--- src/rtl/core_exec_sequencer.sv ---
// ============================================================================
// Module      : core_exec_sequencer
// Description : Core-side run sequencer. On a rising edge of cexec it fetches
//               instruction words from cmem_addr upward over a req/ack memory
//               port and presents them to the core on a valid/ready handshake.
//               It tracks run/halt/timeout state and reports it on cstat.
// Ports       : cclk/crstn        clock, asynchronous active-low reset
//               crst              synchronous soft reset (active-high)
//               cexec/cmem_addr   run request level and start address
//               cstat             {2'b0, error, halted, busy, state[2:0]}
//               mem_req/mem_addr  fetch request (held until mem_ack)
//               mem_ack/mem_rdata one-cycle acknowledge and fetched word
//               inst_valid/inst_data/inst_ready  instruction handshake
//               core_halt         core halt indication
//               perf_cnt          retired-word count
// Options     : CORE_EXEC_PERF_EN enables the saturating retired-word counter;
//               without it perf_cnt is tied to zero.
// Revision    : 1.0  initial release
// ============================================================================
`timescale 1ns/1ps
`default_nettype none

module core_exec_sequencer #(
    parameter int ADDR_WIDTH     = 32,
    parameter int DATA_WIDTH     = 32,
    parameter int ADDR_STEP      = 4,
    parameter int TIMEOUT_CYCLES = 256
) (
    input  logic                  cclk,
    input  logic                  crstn,
    input  logic                  crst,
    input  logic                  cexec,
    input  logic [ADDR_WIDTH-1:0] cmem_addr,
    output logic [7:0]            cstat,
    output logic                  mem_req,
    output logic [ADDR_WIDTH-1:0] mem_addr,
    input  logic                  mem_ack,
    input  logic [DATA_WIDTH-1:0] mem_rdata,
    output logic                  inst_valid,
    output logic [DATA_WIDTH-1:0] inst_data,
    input  logic                  inst_ready,
    input  logic                  core_halt,
    output logic [31:0]           perf_cnt
);

    localparam logic [2:0] ST_IDLE   = 3'd0;
    localparam logic [2:0] ST_FETCH  = 3'd1;
    localparam logic [2:0] ST_ISSUE  = 3'd2;
    localparam logic [2:0] ST_HALTED = 3'd3;
    localparam logic [2:0] ST_ERROR  = 3'd4;

    // Counter only needs to reach TIMEOUT_CYCLES-1: the cycle that finds it
    // there without an ack is the last cycle the request is held.
    localparam int                    TW    = $clog2(TIMEOUT_CYCLES);
    localparam logic [TW-1:0]         TLAST = TW'(TIMEOUT_CYCLES - 1);
    localparam logic [ADDR_WIDTH-1:0] STEP  = ADDR_WIDTH'(ADDR_STEP);

    logic [2:0]            state;
    logic [2:0]            state_nxt;
    logic [ADDR_WIDTH-1:0] pc;
    logic [ADDR_WIDTH-1:0] pc_nxt;
    logic [TW-1:0]         tcnt;
    logic                  cexec_q;

    // ------------------------------------------------------------------
    // Next-state logic. Priority inside FETCH/ISSUE: halt > ack > timeout.
    // ------------------------------------------------------------------
    always_comb begin
        state_nxt = state;
        pc_nxt    = pc;
        case (state)
            ST_IDLE: begin
                if (cexec && !cexec_q) begin
                    state_nxt = ST_FETCH;
                    pc_nxt    = cmem_addr;
                end
            end
            ST_FETCH: begin
                if (core_halt)         state_nxt = ST_HALTED;
                else if (mem_ack)      state_nxt = ST_ISSUE;
                else if (tcnt == TLAST) state_nxt = ST_ERROR;
            end
            ST_ISSUE: begin
                // inst_valid is always high in ISSUE, so ready alone is the handshake.
                if (inst_ready) begin
                    pc_nxt = pc + STEP;
                    if (core_halt)  state_nxt = ST_HALTED;
                    else if (cexec) state_nxt = ST_FETCH;
                    else            state_nxt = ST_IDLE;
                end else if (core_halt) begin
                    state_nxt = ST_HALTED;
                end
            end
            ST_HALTED: if (!cexec) state_nxt = ST_IDLE;
            ST_ERROR:  if (!cexec) state_nxt = ST_IDLE;
            default:   state_nxt = ST_IDLE;
        endcase
    end

    // ------------------------------------------------------------------
    // State and registered outputs; outputs are decoded from the next state
    // so each one is a flop with no input-to-output combinational path.
    // ------------------------------------------------------------------
    always_ff @(posedge cclk or negedge crstn) begin
        if (!crstn) begin
            state      <= ST_IDLE;
            pc         <= '0;
            tcnt       <= '0;
            cexec_q    <= 1'b0;
            mem_req    <= 1'b0;
            mem_addr   <= '0;
            inst_valid <= 1'b0;
            inst_data  <= '0;
            cstat      <= 8'h00;
        end else if (crst) begin
            state      <= ST_IDLE;
            pc         <= '0;
            tcnt       <= '0;
            cexec_q    <= 1'b0;
            mem_req    <= 1'b0;
            mem_addr   <= '0;
            inst_valid <= 1'b0;
            inst_data  <= '0;
            cstat      <= 8'h00;
        end else begin
            state      <= state_nxt;
            pc         <= pc_nxt;
            cexec_q    <= cexec;
            tcnt       <= (state == ST_FETCH && state_nxt == ST_FETCH) ? tcnt + TW'(1) : '0;
            mem_req    <= (state_nxt == ST_FETCH);
            mem_addr   <= pc_nxt;
            inst_valid <= (state_nxt == ST_ISSUE);
            if (state == ST_FETCH && state_nxt == ST_ISSUE) begin
                inst_data <= mem_rdata;
            end
            cstat      <= {2'b00,
                           state_nxt == ST_ERROR,
                           state_nxt == ST_HALTED,
                           state_nxt == ST_FETCH || state_nxt == ST_ISSUE,
                           state_nxt};
        end
    end

`ifdef CORE_EXEC_PERF_EN
    logic launch;
    logic retire;

    assign launch = (state == ST_IDLE) && (state_nxt == ST_FETCH);
    assign retire = (state == ST_ISSUE) && inst_ready;

    always_ff @(posedge cclk or negedge crstn) begin
        if (!crstn) begin
            perf_cnt <= 32'h0;
        end else if (crst || launch) begin
            perf_cnt <= 32'h0;
        end else if (retire && perf_cnt != 32'hFFFF_FFFF) begin
            perf_cnt <= perf_cnt + 32'h1;
        end
    end
`else
    assign perf_cnt = 32'h0;
`endif

endmodule

`default_nettype wire

--- config.mk ---
export PLATFORM = sky130hd
export DESIGN_NAME = core_exec_sequencer
export DESIGN_NICKNAME = d
export VERILOG_FILES = /design/src/rtl/core_exec_sequencer.sv
export SDC_FILE = /design/constraint.sdc
export NUM_CORES = 1
export LEC_CHECK = 0
export BUFFER_PORTS_ARGS = -buffer_cell sky130_fd_sc_hd__buf_2
export CAP_MARGIN = 20
export CORE_MARGIN = 3
export CORE_UTILIZATION = 53
export DETAILED_ROUTE_END_ITERATION = 8
export PLACE_DENSITY_LB_ADDON = 0.2
export RECOVER_POWER = 50
export SLEW_MARGIN = 20
export SYNTH_ARGS = -nofsm -noshare
export SYNTH_HDL_FRONTEND = slang
export SYNTH_SLANG_ARGS = --single-unit
--- constraint.sdc ---
create_clock -name cclk -period 3.5 [get_ports cclk]
set_input_delay 0.35 -clock cclk [delete_from_list [all_inputs] [get_ports cclk]]
set_output_delay 0.35 -clock cclk [all_outputs]
set_load 0.02 [all_outputs]
# == Word level (Yosys, flattened, before mapping) ==
# Cells that the tools add are included.
# totals
register_bits,86
inputBits,71
output_inout_bits,106
wordCells,54
# classes
n_addsub,2
n_eq_ne,11
mux,23
n_reduce_logical,10
# ops
cell,n
$mux W32,5
$pmux W32 S2,1
$add A32 B3 Y32 const B,1
$mux W3,8
$mux W8,2
$eq A3 B2 Y1 const B,4
$pmux W3 S4,1
$add A8 B1 Y8 const B,1
$eq A8 B8 Y1 const B,1
$eq A3 B1 Y1 const B,2
$eq A3 B3 Y1 const B,2
$mux W6,1
$ne A3 B3 Y1 const B,2
$mux W1,4
$logic_and A1 B1 Y1,3
$logic_not A3 Y1,1
$reduce_and A3 Y1,1
$reduce_bool A3 Y1,1
$mux W2,1
$reduce_bool A2 Y1,1
$reduce_or A2 Y1,1
$logic_not A1 Y1,1
$logic_or A1 B1 Y1,1

# == Longest topological paths before layout ==
# Gate-level depths: netlist of run 1.
# logic_depth
depth_word,9
mapped_depth,8
ltp_nobuf,6

# == Worst setup path after synthesis of run 1 ==
# OpenSTA, ideal clock, no wires.
# synth_path
path_type,reg2reg
from,register state[0]
to,register pc[22]
t_arrival_ns,1.865
t_required_ns,3.431
slack_ns,1.566
path_stages_with_launch,6
path_buffers,2
path_cell_list,dfrtp_1 -> buf_2 -> or4b_1 -> buf_2 -> or4_1 -> nand3_1
# synth_via
elab_chain_cells,3
# synth_lines
item,line,source
"start, declared",58,logic [2:0] state;
"start signal, assigned",126,state <= state_nxt;
$eq A3 B2 Y1 / $logic_not A3 Y1 (equally long branches),71,case (state)
$ne A3 B3 Y1 (no source line) (tied with other cells),-,
$reduce_and A3 Y1 (no source line) / $mux W32 (equally long branches),-,
"end signal, assigned",127,pc <= pc_nxt;
"end, declared",60,logic [ADDR_WIDTH-1:0] pc;
# Parallel ways exist; a longest one is shown, timed or not.
# A chain may end at the register's enable or synchronous reset.

# == Worst setup path in the final report of run 1 ==
# layout_path
from,input port crst
to,register pc[11]
# layout_via
elab_chain_cells,2
# layout_lines
item,line,source
"start, declared",31,"input logic crst,"
$ne A3 B3 Y1 (no source line) / $reduce_bool A3 Y1 (equally long branches),-,
$reduce_and A3 Y1 (no source line),-,
# Parallel ways exist; a longest one is shown, timed or not.

==> impl_metrics.tcl, run 1 <==
set metrics [dict create \
    drc 0 \
    hold_violations 0 \
    synth.distinct_cells 56 \
    syn_area_um2 4509 \
    grt_pass1_vias 4154 \
    post_cts_buffers 0 \
    fp.dieW_um 98.24 \
    rsz0062_at_grt "false" \
    max_slew_margin -0.3526 \
    r2r_start "state[0]" \
    grt_pass1_wl_um 19820 \
    grt_util_all_layers 0.2491 \
    design_area_um2 5260 \
    clk_path_buf_depth 2 \
    diodes 0 \
    final_common_cell "buf_2" \
    ios 177 \
    crit_chain "clkbuf_1 -> nor2_1 -> buf_4 -> a21o_1 -> a22o_1" \
    drv_cap 2 \
    fp.dieArea_um2 9651 \
    async_flop_share 1.000 \
    cts_tree "built" \
    crit_type "primary input to flop" \
    path_clk_slew_ns 0.10 \
    port_buffers 142 \
    syn_inst 531 \
    viasPerCell 5.591 \
    crit_end "pc[11]" \
    cp.arrival_ns 2.80 \
    cts-root-buf "clkbuf_8" \
    max_freq_ghz 0.3908 \
    tightest_slew_ns 2.029 \
    antenna_found_initial 1 \
    rows 33 \
    grt_overflow 0 \
    cp_slowest_cell "clkbuf_1" \
    syn_avg_cell_area_um2 8.492 \
    crit_fanout 34 \
    ant_nets 0 \
    synth-edff-count 0 \
    drive_gt1_frac 0.2103 \
    wl_per_cell_um 15.66 \
    post-route-period-util 0.7312 \
    r2r.worst_path.cells 6 \
    worst_skew_pair.late_latency_ns 0.36 \
    hold_path.class "primary input to flop" \
    routed_wl_um 12000 \
    start_util 0.5461 \
    setup_violations 0 \
    status "finished, violations left" \
    core_um2 8258 \
    critical_path.startpoint "crst" \
    area_growth_pct 16.65 \
    powerDensity_nw_per_um2 411.8 \
    cts_buffers 9 \
    gp_congestion 0.8418 \
    cts_sinks 81 \
    setup_ws_ns 0.9409 \
    rrSetupSlack_ns 1.18 \
    utilization 0.6370 \
    dpl_cell_area_um2 5122 \
    clock_skew_ns 0.01274 \
    final_nets 729 \
    htreeDepth 3 \
    required_ns 3.74 \
    ctsHoldBuffers 0 \
    violations "capacitance limit, slew limit" \
    synth_seq_cells 81 \
    dp_slack_ns 1.148 \
    cellLeakagePower_nw 2.485 \
    synth_top_flop_cell "dfrtp_1" \
    grt_max_degree 82 \
    yosys_warnings 0 \
    cp-end-kind "flop" \
    hpwl_um 8512 \
    timing.rr.end "pc[8]" \
    yosysSeqAreaShare 0.4495 \
    max_stage_delay_ns 1.16 \
    peakVddDrop_v 0.0002275 \
    vias 4283 \
    die_h_um 98.24 \
    setup.worst_path.start_class "primary input" \
    drt_iter0_markers 209 \
    final_cell_mix "105 x buf_2, 96 x nand2_1, 81 x dfrtp_1" \
    min_period_ns 2.559 \
    fin_setup_tns_ns 0 \
    ctsResizeCount 0 \
    final_max_slew_viol_count 117 \
    firstDrtPassIters 5 \
]
-- worst min-delay path by stage --
stage,startpoint,to,depth (start not counted)
5_1_grt,mem_rdata[21],inst_data[21],3
3_5_place_dp,tcnt[0],tcnt[0],1
6_report,mem_rdata[20],inst_data[20],3
4_1_cts,crstn,pc[20],1
2_1_floorplan,crstn,cexec_q,0
3_3_place_gp,tcnt[0],tcnt[0],1
-- cell type report --
class                      count  area [um^2]
clock buffer                   9        123.9
sequential                    81         2027
tap                          105        131.4
multi-input combinational    408         2173
clock inverter                 7        60.06
inverter                       7        26.28
timing repair buffer         149        718.2
fill                         752         2998
-- cell families (layout without fill, tap and decap cells) --
logic type / count (synthesis) / count (layout) / share of synthesized area
other: 1 / 34 / 0.0008316
flip-flops: 81 / 81 / 0.4495
AO/OA/AOI/OAI: 128 / 128 / 0.1687
buffers and inverters: 75 / 172 / 0.09628
adder cells (fa/ha/maj): 2 / 2 / 0.005549
XOR/XNOR: 6 / 6 / 0.01165
multiplexers: 7 / 7 / 0.01582
AND/OR/NAND/NOR: 231 / 231 / 0.2517
-- per-stage QoR --
step	total power (W)	std cells	hold WS [ns]
after floorplan	0.001383	564	0.05441
after global placement	0.001513	750	0.4709
after detailed placement	0.001527	750	0.4795
after CTS	0.002177	766	0.2061
after global routing	0.002277	766	0.2130
final	0.002166	766	0.2141
-- where the power goes --
group	internal, W	switching, W	total (W)	leakage [nW]
Sequential	0.000990	0.0000721	0.00106	1.11
Combinational	0.000146	0.000298	0.000444	1.29
Clock	0.000270	0.000390	0.000661	0.0848
Total	0.00141	0.000761	0.00217	2.48
-- per-layer routing --
metal,global-route usage,vias up,part of all wire
met2,0.4236,178,0.50
met5,0,-,0.0011
li1,-,2034,-
met3,0.05500,17,0.086
met4,0.07353,2,0.015
met1,0.3202,2052,0.40
-- sequential cells by signal, indices dropped and copies added (netlist names) --
name,count
cstat,4
state,2
cexec_q,1
inst_valid,1
pc,32
mem_req,1
tcnt,8
inst_data,32
-- cells in the mapped netlist (3+ instances only) --
cell,instances,area [um^2]
nand2_1,96,360.4
dfrtp_1,81,2027
a21oi_1,58,290.3
nor2_1,49,183.9
buf_4,36,270.3
o21ai_0,26,130.1
nand3_1,24,120.1
clkbuf_1,18,67.56
buf_2,14,70.07
nor3_1,12,60.06
a31oi_1,8,50.05
inv_1,7,26.28
and2_1,6,37.54
mux2i_1,6,60.06
nand4_1,6,37.54
a21o_1,5,37.54
a32oi_1,5,43.79
and3_1,5,31.28
a22oi_1,4,30.03
nor4_1,4,25.02
o22ai_1,4,25.02
xnor2_1,4,35.03
and4_1,3,26.28
nor2b_1,3,18.77
nor3b_1,3,22.52
o211ai_1,3,22.52
o31a_1,3,26.28
-- critical path: cells and delay by family --
| family | cells | cell delay (ns) |
|---|---|---|
| buffers and inverters | 2 | 1.51 |
| and+or+nand+nor | 1 | 0.58 |
| AOI/OAI and AO/OA | 2 | 0.33 |
Note: power is estimated with default switching activity, not from simulation.
==> inputs of run 2 (changes only) <==
--- a/config.mk
+++ b/config.mk
@@ -5,10 +5,11 @@
 export SDC_FILE = /design/constraint.sdc
 export NUM_CORES = 1
 export LEC_CHECK = 0
+export ABC_AREA = 1
 export BUFFER_PORTS_ARGS = -buffer_cell sky130_fd_sc_hd__buf_2
 export CAP_MARGIN = 20
 export CORE_MARGIN = 3
-export CORE_UTILIZATION = 53
+export CORE_UTILIZATION = 46
 export DETAILED_ROUTE_END_ITERATION = 8
 export PLACE_DENSITY_LB_ADDON = 0.2
 export RECOVER_POWER = 50
==> constraint.sdc (replaced) <==
create_clock -name cclk -period 2.08 [get_ports cclk]
set_input_delay 0.208 -clock cclk [delete_from_list [all_inputs] [get_ports cclk]]
set_output_delay 0.208 -clock cclk [all_outputs]
set_load 0.02 [all_outputs]
==> run 2 against run 1 <==
  * The run now ends clean
  * Final cell count grew 29%
  * Design area rose by 10%
  * Global-route usage decreased by 3.1 points
==> impl_metrics.tcl, run 2 <==
set metrics [dict create \
    status "finished clean" \
    final_common_cell "nand2_1" \
    grt_pass1_wl_um 20920 \
    final_cell_mix "231 x nand2_1, 106 x nor2_1, 106 x buf_2" \
    dpl_cell_area_um2 5639 \
    tightest_slew_ns 1.062 \
    die_h_um 109.9 \
    drive_gt1_frac 0.1796 \
    grt_max_degree 44 \
    cp.arrival_ns 2.06 \
    yosys_warnings 0 \
    path_clk_slew_ns 0.09 \
    synth_seq_cells 81 \
    syn_inst 706 \
    hpwl_um 9655 \
    htreeDepth 3 \
    grt_overflow 0 \
    synth.distinct_cells 36 \
    firstDrtPassIters 6 \
    p_switching_w 0.001570 \
    async_flop_share 1.000 \
    antenna_found_initial 0 \
    cts-root-buf "clkbuf_8" \
    min_period_ns 1.810 \
    hold_path.class "primary input to flop" \
    post-route-period-util 0.8700 \
    routed_wl_um 12870 \
    required_ns 2.33 \
    syn_area_um2 4970 \
    cellInternalPower_w 0.002523 \
    grt_pass1_vias 4380 \
    synth_top_flop_cell "dfrtp_1" \
    synth-edff-count 0 \
    final_max_slew_viol_count 0 \
    cellLeakagePower_nw 3.079 \
    setup.worst_path.start_class "flop" \
    gp_congestion 0.9175 \
    clk_path_buf_depth 2 \
    cts_buffers 9 \
    peakVddDrop_v 0.0003252 \
    wl_per_cell_um 13.03 \
    core_um2 10420 \
    cp_slowest_cell "dfrtp_1" \
    port_buffers 142 \
    ios 177 \
    cts_tree "built" \
    drt_iter0_markers 253 \
    fp.dieW_um 109.9 \
    hold_violations 0 \
    max_stage_delay_ns 0.37 \
    worstHoldPathCells 3 \
    top_regs "inst_data x32, pc x32, tcnt x8" \
    start_util 0.4771 \
    cts_sinks 81 \
    post-synth-top-count-cell "nand2_1" \
    p_sw_frac 0.3836 \
    powerDensity_nw_per_um2 706.3 \
    drv_cap 0 \
    viasPerCell 4.835 \
    final_nets 920 \
    rsz0062_at_grt "false" \
    dp_slack_ns 0.1610 \
    path_common_cell "nand2_1" \
    synth_top_cell_by_area "dfrtp_1" \
    clockPowerShare 0.264 \
    design_area_um2 5794 \
    diodes 0 \
    yosys-top-cells-area "dfrtp_1 41%, nand2_1 17%, nor2_1 8.0%, nand3_1 5.1%, buf_4 5.1%" \
    fin_setup_tns_ns 0 \
    whs_ns 0.07456 \
    synth_top_area_frac 0.4079 \
    stdcell_count 988 \
    area_growth_pct 16.59 \
    crit_type "flop to flop" \
    rows 37 \
    fp.dieArea_um2 12090 \
    seqPwrFrac 0.472 \
    synth_common_cells "231 x nand2_1, 106 x nor2_1, 81 x dfrtp_1" \
    clock_skew_ns 0.01846 \
    grt_util_all_layers 0.2177 \
    post-place-cells 969 \
    p_comb_frac 0.264 \
    ant_nets 0 \
    worst_skew_pair.late_latency_ns 0.37 \
    max_freq_ghz 0.5526 \
    vias 4777 \
    crit_fanout 21 \
    drc 0 \
    cp-end-kind "flop" \
    r2r.worst_path.cells 9 \
    max_slew_margin 0.2920 \
    setup_violations 0 \
    yosysSeqAreaShare 0.4079 \
    crit_chain "ha_1 -> nand2_1 -> nor2_2 -> nand2_1 -> a21oi_2 -> nand4_4 -> buf_4 -> nand3_1 -> nand2_1" \
    setup_ws_ns 0.2703 \
    syn_avg_cell_area_um2 7.039 \
]
run 2: cell families (layout without fill, tap and decap cells):
kind of cell | after synthesis | count (layout) | synth area share
AND/OR/NAND/NOR | 419 | 419 | 0.3557
buffers and inverters | 124 | 237 | 0.1342
flip-flops | 81 | 81 | 0.4079
AO/OA/AOI/OAI | 65 | 65 | 0.07175
XOR/XNOR | 14 | 14 | 0.02467
adder cells (fa/ha/maj) | 2 | 2 | 0.005034
other | 1 | 34 | 0.0007546
run 2: through the flow:
step | power, W | util
2_1_floorplan | 0.002711 | -
3_3_place_gp | 0.003039 | 0.5414
3_5_place_dp | 0.003060 | 0.5414
4_1_cts | 0.004149 | 0.5595
5_1_grt | 0.004345 | 0.5563
6_report | 0.004093 | 0.5563
run 2: worst max-delay path: cells and delay by family (launching register included):
kind            cells  cell delay, ns
simple gates        6            0.69
flops               1            0.37
buf+inv             1            0.27
fa+ha+maj           1            0.19
compound gates      1            0.18
run 2: repair_timing:
action,CTS,global route
endpoints found under the setup margin,0,20
hold endpoints to repair,40,0
setup buffers,0,2
gates resized for setup,0,1
hold buffers,1,0
run 2: path summary, 6_finish.rpt:
| check | startpoint | end | slack (ns) |
|---|---|---|---|
| min in group asynchronous | crstn | pc[7] | 0.56 |
| max | tcnt[0] | inst_data[14] | 0.27 |
| max reg2reg | tcnt[0] | inst_data[14] | 0.27 |
| min | cmem_addr[1] | pc[1] | 0.07 |
| max in group asynchronous | crstn | cstat[3] | 0.46 |
| min reg2reg | tcnt[0] | tcnt[0] | 0.47 |
run 2: power by group through the flow:
stage	clock network (W)	logic (W)	registers, W
global route	0.00117	0.00121	0.00196
CTS	0.00111	0.00111	0.00193
finish	0.00108	0.00108	0.00193
floorplan	0	0.000598	0.00211
global placement	0	0.00109	0.00195
detailed placement	0	0.00111	0.00195
run 2: final cells by class:
cell class                      instances  area, um^2
Fill cell                            1044        4622
Multi-Input combinational cell        534        2409
Sequential cell                        81        2027
Timing Repair Buffer                  156       763.2
Inverter                               65       246.5
Tap cell                              136       170.2
Clock buffer                            9       123.9
Clock inverter                          7       55.05
run 2: layer usage:
metal	global-route usage	vias up	wire length (um)
li1	-	2411	-
met1	0.2941	2188	5757
met2	0.3531	166	6014
met3	0.04110	12	938
met4	0.06857	0	160
met5	0	-	0
==> inputs of run 3 (changes only) <==
--- a/config.mk
+++ b/config.mk
@@ -8,8 +8,10 @@
 export ABC_AREA = 1
 export BUFFER_PORTS_ARGS = -buffer_cell sky130_fd_sc_hd__buf_2
 export CAP_MARGIN = 20
+export CELL_PAD_IN_SITES_DETAIL_PLACEMENT = 0
+export CELL_PAD_IN_SITES_GLOBAL_PLACEMENT = 1
 export CORE_MARGIN = 3
-export CORE_UTILIZATION = 46
+export CORE_UTILIZATION = 32
 export DETAILED_ROUTE_END_ITERATION = 8
 export PLACE_DENSITY_LB_ADDON = 0.2
 export RECOVER_POWER = 50
==> run 3 against run 2 <==
  * Via count decreased by 1.0%
  * Non-clock buffer count decreased by 1
  * Final cell count increased by 4.8%
  * Worst hold slack improved by 0.028 ns
  * First-iteration DRC count decreased by 25%
  * Largest power group unchanged
==> impl_metrics.tcl, run 3 (same netlist as run 2, synthesis figures left out) <==
set metrics [dict create \
    path_clk_slew_ns 0.06 \
    met3_length_um 742 \
    area_growth_pct 19.74 \
    highest_layer "met5" \
    core_um2 14860 \
    grt_max_degree 47 \
    p_comb_frac 0.244 \
    rsz0062_at_grt "false" \
    dp_slack_ns 0.2012 \
    cts_buffers 9 \
    final_common_cell "nand2_1" \
    wl_met1_um 6487 \
    drive_gt1_frac 0.1727 \
    htreeDepth 3 \
    status "finished clean" \
    drt_iter0_markers 189 \
    cellInternalPower_w 0.002933 \
    ios 177 \
    final_cell_mix "231 x nand2_1, 106 x nor2_1, 101 x buf_2" \
    clk_path_buf_depth 2 \
    worst_skew_pair.late_latency_ns 0.34 \
    grt_pass1_wl_um 23270 \
    rows 44 \
    grt_overflow 0 \
    p_switching_w 0.001621 \
    hpwl_um 10720 \
    wl_per_cell_um 13.90 \
    setup_violations 0 \
    max_freq_ghz 0.5397 \
    fin_setup_tns_ns 0 \
    p_sw_frac 0.3560 \
    multi_input_area_um2 2400 \
    routed_wl_um 14390 \
    hold_path.class "primary input to flop" \
    setup.worst_path.start_class "flop" \
    clock_skew_ns 0.005522 \
    start_util 0.3343 \
    hold_violations 0 \
    fp.dieW_um 130.6 \
    min_period_ns 1.853 \
    required_ns 2.36 \
    fp.dieArea_um2 17060 \
    final_max_slew_viol_count 0 \
    wl_met2_um 6887 \
    post-route-period-util 0.8909 \
    grt_util_all_layers 0.1726 \
    clockPowerShare 0.332 \
    diodes 0 \
    port_buffers 142 \
    crit_type "flop to flop" \
    seqPwrFrac 0.424 \
    grt_pass1_vias 4648 \
    cp.arrival_ns 2.14 \
    top_regs "inst_data x32, pc x32, tcnt x8" \
    crit_fanout 32 \
    layout.area.seq_um2 2027 \
    cts_sinks 81 \
    firstDrtPassIters 4 \
    max_slew_margin 0.3259 \
    vias 4728 \
    cts-root-buf "clkbuf_16" \
    fill_cells 1626 \
    gp_congestion 0.8664 \
    setup_ws_ns 0.2270 \
    viasPerCell 4.568 \
    cellLeakagePower_nw 3.128 \
    tightest_slew_ns 1.011 \
    cts_tree "built" \
    powerDensity_nw_per_um2 765.4 \
    ant_nets 0 \
    antenna_found_initial 1 \
    final_nets 919 \
    drv_cap 0 \
    die_h_um 130.6 \
    cp-end-kind "flop" \
    peakVddDrop_v 0.0003411 \
    drc 0 \
]
[run 3: changes by cell type in the layout (fill, tap and decap cells not counted)]
cell        delta
nand2_4        +1
clkinv_2       +3
clkbuf_16      +9
inv_6          -1
buf_4          +2
buf_2          -5
clkbuf_8       -8
clkbuf_2       -3
clkbuf_1       +5
nand2_8        -1
buf_12         +1
clkinvlp_4     -4
[run 3: area by class of cell]
cell class,instances,area share
clock buffer,11,0.04079
clock inverter,5,0.005257
inverter,65,0.04142
multi-input combinational,534,0.4033
sequential,81,0.3406
tap,184,0.03869
timing repair buffer,155,0.1299
[run 3: power by group through the flow]
stage	registers (W)	logic (W)	clock network [W]
final	0.00193	0.00111	0.00151
after global routing	0.00196	0.00125	0.00163
after CTS	0.00193	0.00115	0.00157
after detailed placement	0.00196	0.00115	0
after global placement	0.00196	0.00113	0
after floorplan	0.00211	0.000598	0
[run 3: path summary, 6_finish.rpt]
path / startpoint / end / slack [ns] / cells after the start
setup reg to reg: tcnt[0] / inst_data[6] / 0.23 / 9
hold / removal: cmem_addr[0] / pc[0] / 0.10 / 3
min in group asynchronous: crstn / pc[23] / 0.57 / 2
hold reg to reg: tcnt[0] / tcnt[0] / 0.48 / 1
setup / recovery: tcnt[0] / inst_data[6] / 0.23 / 9
max in group asynchronous: crstn / tcnt[7] / 0.72 / 3
[run 3: per-layer routing]
| layer | track usage | vias up |
|---|---|---|
| met3 | 0.03415 | 21 |
| met5 | 0 | - |
| met2 | 0.2852 | 131 |
| met1 | 0.2257 | 2161 |
| met4 | 0.06110 | 2 |
| li1 | - | 2413 |
[run 3: stage by stage]
step                        util  hold slack (ns)  instances  cell area (um^2)  total power [W]
after floorplan                -         -0.08759        739              5094         0.002711
after global placement    0.3848           0.2169       1018              5719         0.003088
after detailed placement  0.3848           0.2285       1018              5719         0.003102
after CTS                 0.4039          0.09018       1035              6003         0.004645
after global routing      0.4003           0.1071       1035              5951         0.004840
final                     0.4003           0.1028       1035              5951         0.004555
[run 3: worst max-delay path: stages, from the launching register on]
cell and delay [ns]:
dfrtp_1 0.37, ha_1 0.19, nand2_1 0.07, nor2_2 0.15, nand2_1 0.12, a21oi_2 0.18
nand4_4 0.19, nand2_4 0.32, nand2_1 0.11, nand2_1 0.07
[run 3: repair_timing]
action | in CTS | in global routing
hold buffers | 1 | 0
buffers inserted | 0 | 0
endpoints found under the hold margin | 35 | 0
resized for setup | 0 | 0
